## config.mk

```make
export PLATFORM = sky130hd
export DESIGN_NAME = uart_cmd_decoder
export DESIGN_NICKNAME = d
export VERILOG_FILES = /design/src/rtl/uart_cmd_decoder.sv
export SDC_FILE = /design/constraint.sdc
export NUM_CORES = 1
export LEC_CHECK = 0
export ABC_AREA = 1
export BUFFER_PORTS_ARGS = -buffer_cell sky130_fd_sc_hd__buf_2
export CORE_MARGIN = 2
export CORE_UTILIZATION = 48
export CTS_BUF_LIST = sky130_fd_sc_hd__clkbuf_4
export DETAILED_ROUTE_END_ITERATION = 8
export PLACE_DENSITY = 0.68
export SYNTH_ARGS = -nofsm -noshare
export SYNTH_HDL_FRONTEND = slang
export SYNTH_SLANG_ARGS = --single-unit
```

## constraint.sdc

```tcl
create_clock -name clk -period 6.6 [get_ports clk]
set_clock_uncertainty 0.2 [all_clocks]
set_input_delay 0.66 -clock clk [delete_from_list [all_inputs] [get_ports clk]]
set_output_delay 0.66 -clock clk [all_outputs]
set_load 0.01 [all_outputs]
```

## src/rtl/uart_cmd_decoder.sv

```systemverilog
// Byte-stream command decoder: frames of A5/ADDR/DATA/CSUM write one of four
// 8-bit registers; malformed frames and stalled partial frames are reported.
module uart_cmd_decoder #(
    parameter int unsigned TIMEOUT_CYCLES = 12_000
) (
    input  logic        clk,
    input  logic        rst,
    input  logic [7:0]  rx_data,
    input  logic        received,
    output logic [31:0] regs,
    output logic        wr_strobe,
    output logic [1:0]  wr_addr,
    output logic        frame_err,
    output logic        timeout,
    output logic        busy
);

    typedef enum logic [1:0] {
        ST_IDLE = 2'd0,
        ST_ADDR = 2'd1,
        ST_DATA = 2'd2,
        ST_CSUM = 2'd3
    } state_t;

    localparam logic [7:0]  SYNC_BYTE = 8'hA5;
    localparam logic [7:0]  CSUM_KEY  = 8'h5A;
    // The counter expires on the edge where it would step onto TIMEOUT_CYCLES-1.
    localparam logic [23:0] EXPIRE_AT = 24'(TIMEOUT_CYCLES - 32'd2);

    function automatic logic [7:0] frame_csum(input logic [7:0] addr, input logic [7:0] data);
        return addr ^ data ^ CSUM_KEY;
    endfunction

    state_t      state_q, state_d;
    logic [23:0] cnt_q, cnt_d;
    logic [7:0]  addr_q, addr_d;
    logic [7:0]  data_q, data_d;
    logic [31:0] regs_q, regs_d;
    logic        wr_strobe_q, wr_strobe_d;
    logic [1:0]  wr_addr_q, wr_addr_d;
    logic        frame_err_q, frame_err_d;
    logic        timeout_q, timeout_d;
    logic        busy_q, busy_d;

    // Next-state: a received byte always takes precedence over timeout expiry.
    always_comb begin
        state_d     = state_q;
        cnt_d       = cnt_q;
        addr_d      = addr_q;
        data_d      = data_q;
        regs_d      = regs_q;
        wr_strobe_d = 1'b0;
        wr_addr_d   = wr_addr_q;
        frame_err_d = 1'b0;
        timeout_d   = 1'b0;
        if (received) begin
            cnt_d = 24'd0;
            case (state_q)
                ST_IDLE: begin
                    if (rx_data == SYNC_BYTE) begin
                        state_d = ST_ADDR;
                    end else begin
                        state_d = ST_IDLE;
                    end
                end
                ST_ADDR: begin
                    addr_d  = rx_data;
                    state_d = ST_DATA;
                end
                ST_DATA: begin
                    data_d  = rx_data;
                    state_d = ST_CSUM;
                end
                ST_CSUM: begin
                    state_d = ST_IDLE;
                    if ((rx_data == frame_csum(addr_q, data_q)) && (addr_q[7:2] == 6'd0)) begin
                        regs_d[{addr_q[1:0], 3'b000} +: 8] = data_q;
                        wr_strobe_d = 1'b1;
                        wr_addr_d   = addr_q[1:0];
                    end else begin
                        frame_err_d = 1'b1;
                    end
                end
                default: begin
                    state_d = ST_IDLE;
                end
            endcase
        end else if (state_q == ST_IDLE) begin
            cnt_d = 24'd0;
        end else if (cnt_q == EXPIRE_AT) begin
            state_d   = ST_IDLE;
            cnt_d     = 24'd0;
            timeout_d = 1'b1;
        end else begin
            cnt_d = cnt_q + 24'd1;
        end
        busy_d = (state_d != ST_IDLE);
    end

    // State, register file and all outputs are registered together.
    always_ff @(posedge clk) begin
        if (rst) begin
            state_q     <= ST_IDLE;
            cnt_q       <= 24'd0;
            addr_q      <= 8'd0;
            data_q      <= 8'd0;
            regs_q      <= 32'd0;
            wr_strobe_q <= 1'b0;
            wr_addr_q   <= 2'd0;
            frame_err_q <= 1'b0;
            timeout_q   <= 1'b0;
            busy_q      <= 1'b0;
        end else begin
            state_q     <= state_d;
            cnt_q       <= cnt_d;
            addr_q      <= addr_d;
            data_q      <= data_d;
            regs_q      <= regs_d;
            wr_strobe_q <= wr_strobe_d;
            wr_addr_q   <= wr_addr_d;
            frame_err_q <= frame_err_d;
            timeout_q   <= timeout_d;
            busy_q      <= busy_d;
        end
    end

    assign regs      = regs_q;
    assign wr_strobe = wr_strobe_q;
    assign wr_addr   = wr_addr_q;
    assign frame_err = frame_err_q;
    assign timeout   = timeout_q;
    assign busy      = busy_q;

endmodule
```

### Yosys cells after proc, flatten, opt, wreduce, memory -nomap -nowiden

Cells that the tools add are included.

* flip-flop bits (word level): 80
* bits in latches: 0
* bits in writable memories: 0
* memory bits (read-only): 0
* input bits: 11
* memories: 0

* add/subtract/negate cells: 2
* multipliers: 0
* div/mod/pow operators: 0
* magnitude comparators: 0
* equal/unequal tests: 6
* shift operators: 2
* mux-type cells: 9
* bitwise operators: 4
* reductions and logical operators: 10

Operators with widths (count)
* $bwmux W32: 1
* $shift A8 B7 Y32 const A: 1
* $shiftx A8 B7 Y32: 1
* $add A24 B1 Y24 const B: 1
* $eq A24 B14 Y1 const B: 1
* $eq A8 B8 Y1: 1
* $eq A8 B8 Y1 const B: 1
* $pmux W2 S4: 1
* $xor A8 B8 Y8: 1
* $neg A5 Y7: 1
* $logic_not A6 Y1: 1
* $mux W2: 3
* $reduce_or A3 Y1: 2
* $eq A2 B2 Y1 const B: 2
* $mux W1: 4
* $not A4 Y4: 1
* $reduce_and A2 Y1: 2
* $reduce_or A4 Y1: 1
* $reduce_and A3 Y1: 1
* $eq A2 B1 Y1 const B: 1
* $logic_not A2 Y1: 1
* $not A1 Y1: 2
* $reduce_bool A2 Y1: 1
* $logic_and A1 B1 Y1: 1

### Logic depth before layout (Yosys ltp)

* depth in word-level cells: 5
* depth in mapped cells: 13
* gate-level depth less buffers: 12

### Worst setup path after synthesis

No wires, ideal clock.

* kind: flip-flop to flip-flop
* start: reg addr_q[0]
* end: reg regs_q[17], in the netlist regs[17]
* setup time: 0.064 ns
* arrival time: 1.821 ns
* path slack: 4.516 ns
* stages on the path, launching flop included: 12
* period minus slack after synthesis: 2.084 ns
* path through: dfxtp_1 > buf_6 > clkinv_4 > ha_1 > inv_1 > nor2_1 > inv_1 > nor2_1 > nand2_1 > nand4_1 > nand2_1 > nor2_1

* cells in the longest elaborated chain, start to end: 4
* elaborated cells on any way between the ends: 8

Ends and longest elaborated chain
* start, declared: line 36 `logic [7:0] addr_q, addr_d;`
* start signal, assigned: line 116 `addr_q <= addr_d;`
* parallel branches: the longest is 4 deep, another holds $neg A5 Y7
* end signal, assigned: line 118 `regs_q <= regs_d;`
* end, declared: line 38 `logic [31:0] regs_q, regs_d;`

Parallel ways; which one is timed is not known.
A chain may end at the register's enable or synchronous reset.

### Worst setup path after layout

* start: reg addr_q[0]
* end: reg regs_q[19], in the netlist regs[19]

Same word-level chain as after synthesis.

==> impl_metrics.csv <==
group,metric,value,unit
worst_setup_path,path_buf_inv,3,
timing,worst_pin_slew,769.0,ps
finish,drive_gt1_share,15.45,%
logic_synthesis,yosys_most_used_dff,"dfxtp_1",
clocking,h-tree-depth,3,
routing,ant_nets,0,
timing,maxSlewViolCount,0,
global_route,grt_max_degree,29,
power,switching_power,232.2,uW
placed_design,post_dp_cell_area,4599,um2
power,p_leak,2.246,nW
power,p_int,664.2,uW
worst_setup_path,cp.depth,10,
placed_design,place.gp.congestion,0.8625,
logic_synthesis,synth_async_sr_flop_share,0,%
routing,wirelength,10.30,mm
logic_synthesis,ys_ff_latch,80,
power,finalPower,896.5,uW
logic_synthesis,ys_types,35,
routing,drc,0,
worst_setup_path,worst_ep_arrival_time,3080,ps
global_route,antenna_found_initial,0,
worst_setup_path,regToRegSetupSlack,3720,ps
worst_setup_path,r2r_end,"regs[19]",
timing,rsz0062_at_grt,"false",
worst_setup_path,critPathLaunch,"addr_q[0]",
die,die_x,98.98,um
clocking,ctsResizeCount,0,
worst_setup_path,r2r_cells,10,
worst_setup_path,crit_path_end,"regs[19]",
finish,final_common_cell,"nand2_1",
timing,setup_viol,0,
clocking,root_buffer,"clkbuf_4",
logic_synthesis,syn_nets,675,
power,p_sw_share,25.91,%
routing,vias,4072,
placed_design,dp_hpwl,7.597,mm
clocking,clock_sinks,80,
timing,hold_viol_final,0,
logic_synthesis,ys_warn_count,0,
placed_design,port_buffers,48,
clocking,clock_latency,450,ps
worst_hold_path,min_from,"regs[13]",
global_route,grt_pass1_vias,3818,
logic_synthesis,synth_edf_count,0,
worst_setup_path,slowest_stage,"dfxtp_1",
logic_synthesis,synth_cells,653,
global_route,grt_pass1_wl,17.24,mm
finish,n_antenna_cell,0,
global_route,overflow,0,
worst_setup_path,max_stage_delay,800,ps
global_route,track_usage,21.75,%
timing,fmax,347.4,MHz
worst_setup_path,worstPathRequired,6800,ps
power,power_density,188.1,nW/um2
power,power_frac_seq,55.1,%
clocking,ctsHoldBuffers,0,
clocking,cts_tree,"yes",
clocking,cts_setup_buffers,0,
worst_setup_path,worstSetupStartpointType,"register",
job,cap_violations,0,
finish,nets,716,
worst_setup_path,crit_path_max_fanout,20,
die,fp.dieH,98.98,um
worst_setup_path,cp_common_cell,"nor2_1",
die,initial_utilization,49.66,%
finish,num-fill-cells,907,
clocking,cts_max_path_buffers,2,
worst_setup_path,regToRegStartpoint,"addr_q[0]",
die,num_rows,34,
clocking,clk_pin_slew_worst_paths,140,ps
logic_synthesis,seq_area_frac_synth,36.98,%
power,irDropWorstVdd,0.1028,mV
worst_setup_path,cp-end-kind,"register",
timing,final.min_clock_period,2879,ps
timing,period_share,43.62,%
routing,routed_via_density,5.046,
finish,fin_util,54.66,%
worst_hold_path,hold_class,"reg2reg",
worst_setup_path,crit_chain,"clkinv_4, ha_1, inv_1, nor2_1, inv_1, nor2_1, nand2_1, nand4_1, nand2_1, nor2_1",
status,status,"complete, no violations",
timing,relSlewSlack,48.61,%
power,pwr-share-clk,38.8,%
die,io_pins,49,
timing,finalSetupTns,0,ps
routing,wl_per_cell,12.76,um
die,core_area,8721,um2
logic_synthesis,avgSynthCellArea,6.632,um2
finish,final_cell_mix,"nand2_1, inv_1, nor2_1",
worst_setup_path,critical_path_class,"reg2reg",
die,dieArea,9797,um2
worst_setup_path,path_delay_family,"simple AND/OR/NAND/NOR gates",
finish,syn2layout_area_growth,10.08,%
finish,stdcell_area,4767,um2
routing,firstDrtPassIters,4,
power,p_comb_share,6.1,%
logic_synthesis,syn_area,4330,um2
clocking,cts_buffers,9,
routing,drtIter0Drc,179,
==> sequential cells by signal (all words and copies together), names as in the netlist <==
| signal | flops |
|---|---|
| wr_strobe | 1 |
| frame_err | 1 |
| timeout | 1 |
| regs | 32 |
| wr_addr | 2 |
| cnt_q | 24 |
| addr_q | 8 |
| state_q | 2 |
| data_q | 8 |
| busy | 1 |
==> worst min-delay path, cell delays in order (launching register included) <==
cell	delay (ps)
dfxtp_1	340
nand2_1	70
a21oi_1	50
==> power groups by stage <==
stage,Sequential [mW],Combinational (mW),Clock [mW]
after global placement,0.504,0.0542,0
after CTS,0.494,0.0552,0.352
after global routing,0.495,0.0632,0.369
after floorplan,0.501,0.0404,0
final,0.494,0.0551,0.348
after detailed placement,0.504,0.0549,0
==> worst min-delay path by stage <==
stage | to | slack, ps | depth (start not counted)
3_3_place_gp | cnt_q[0] | 240 | 1
3_5_place_dp | regs[13] | 270 | 2
6_report | regs[13] | 290 | 2
4_1_cts | wr_addr[0] | 290 | 2
5_1_grt | regs[13] | 300 | 2
2_1_floorplan | cnt_q[0] | 230 | 1
==> synth_stat cells (2+ instances only) <==
library cell,count,share of area (%)
inv_2,9,0.78
xor2_1,4,0.81
nand3_1,31,3.6
nor3_1,16,1.8
nand3_2,3,0.69
nand4_1,25,3.6
ha_1,11,3.2
xnor2_1,3,0.61
buf_6,4,1.0
nor3b_1,5,0.87
or2_2,4,0.58
nand3_4,4,1.6
nand3b_1,2,0.35
buf_1,3,0.26
nor2_2,4,0.58
clkbuf_1,8,0.69
o21ai_0,18,2.1
nand2_1,170,15
nand2_2,14,2.0
inv_1,104,9.0
nor2_1,84,7.3
dfxtp_1,80,37
buf_4,2,0.35
nor4_1,6,0.87
a21oi_1,29,3.4
==> cell families after synthesis <==
logic type	after synthesis	synth area share, %
adder cells (fa/ha/maj)	11	3.178
buffers and inverters	133	12.63
AND/OR/NAND/NOR	373	40.02
XOR/XNOR	7	1.416
AO/OA/AOI/OAI	49	5.779
flip-flops	80	36.98
==> per-stage QoR <==
step	hold slack, ps	std cells	setup WS [ps]
after floorplan	229.7	653	4516
after global placement	244.2	791	3853
after detailed placement	271.0	791	3778
after CTS	286.0	807	3758
after global routing	301.1	807	3370
final	287.3	807	3721
==> per-layer routing <==
metal / track usage [%] / wire (um) / up-vias
li1: - / - / 2118
met1: 26.00 / 4593 / 1862
met2: 38.72 / 5127 / 70
met3: 2.908 / 342 / 22
met4: 9.589 / 236 / 0
met5: 0 / 0 / -
==> layout make-up <==
| class | count | area, um2 | share of cell area, % |
|---|---|---|---|
| well taps | 108 | 135.1 | 2.835 |
| repair buffers | 49 | 247.7 | 5.197 |
| inverters | 114 | 432.9 | 9.081 |
| clock buffers | 10 | 75.07 | 1.575 |
| multi-input cells | 440 | 2182 | 45.77 |
| clock inverters | 6 | 92.59 | 1.942 |
| flip-flops and latches | 80 | 1602 | 33.60 |
No activity file was read; power rests on OpenSTA's default activity.
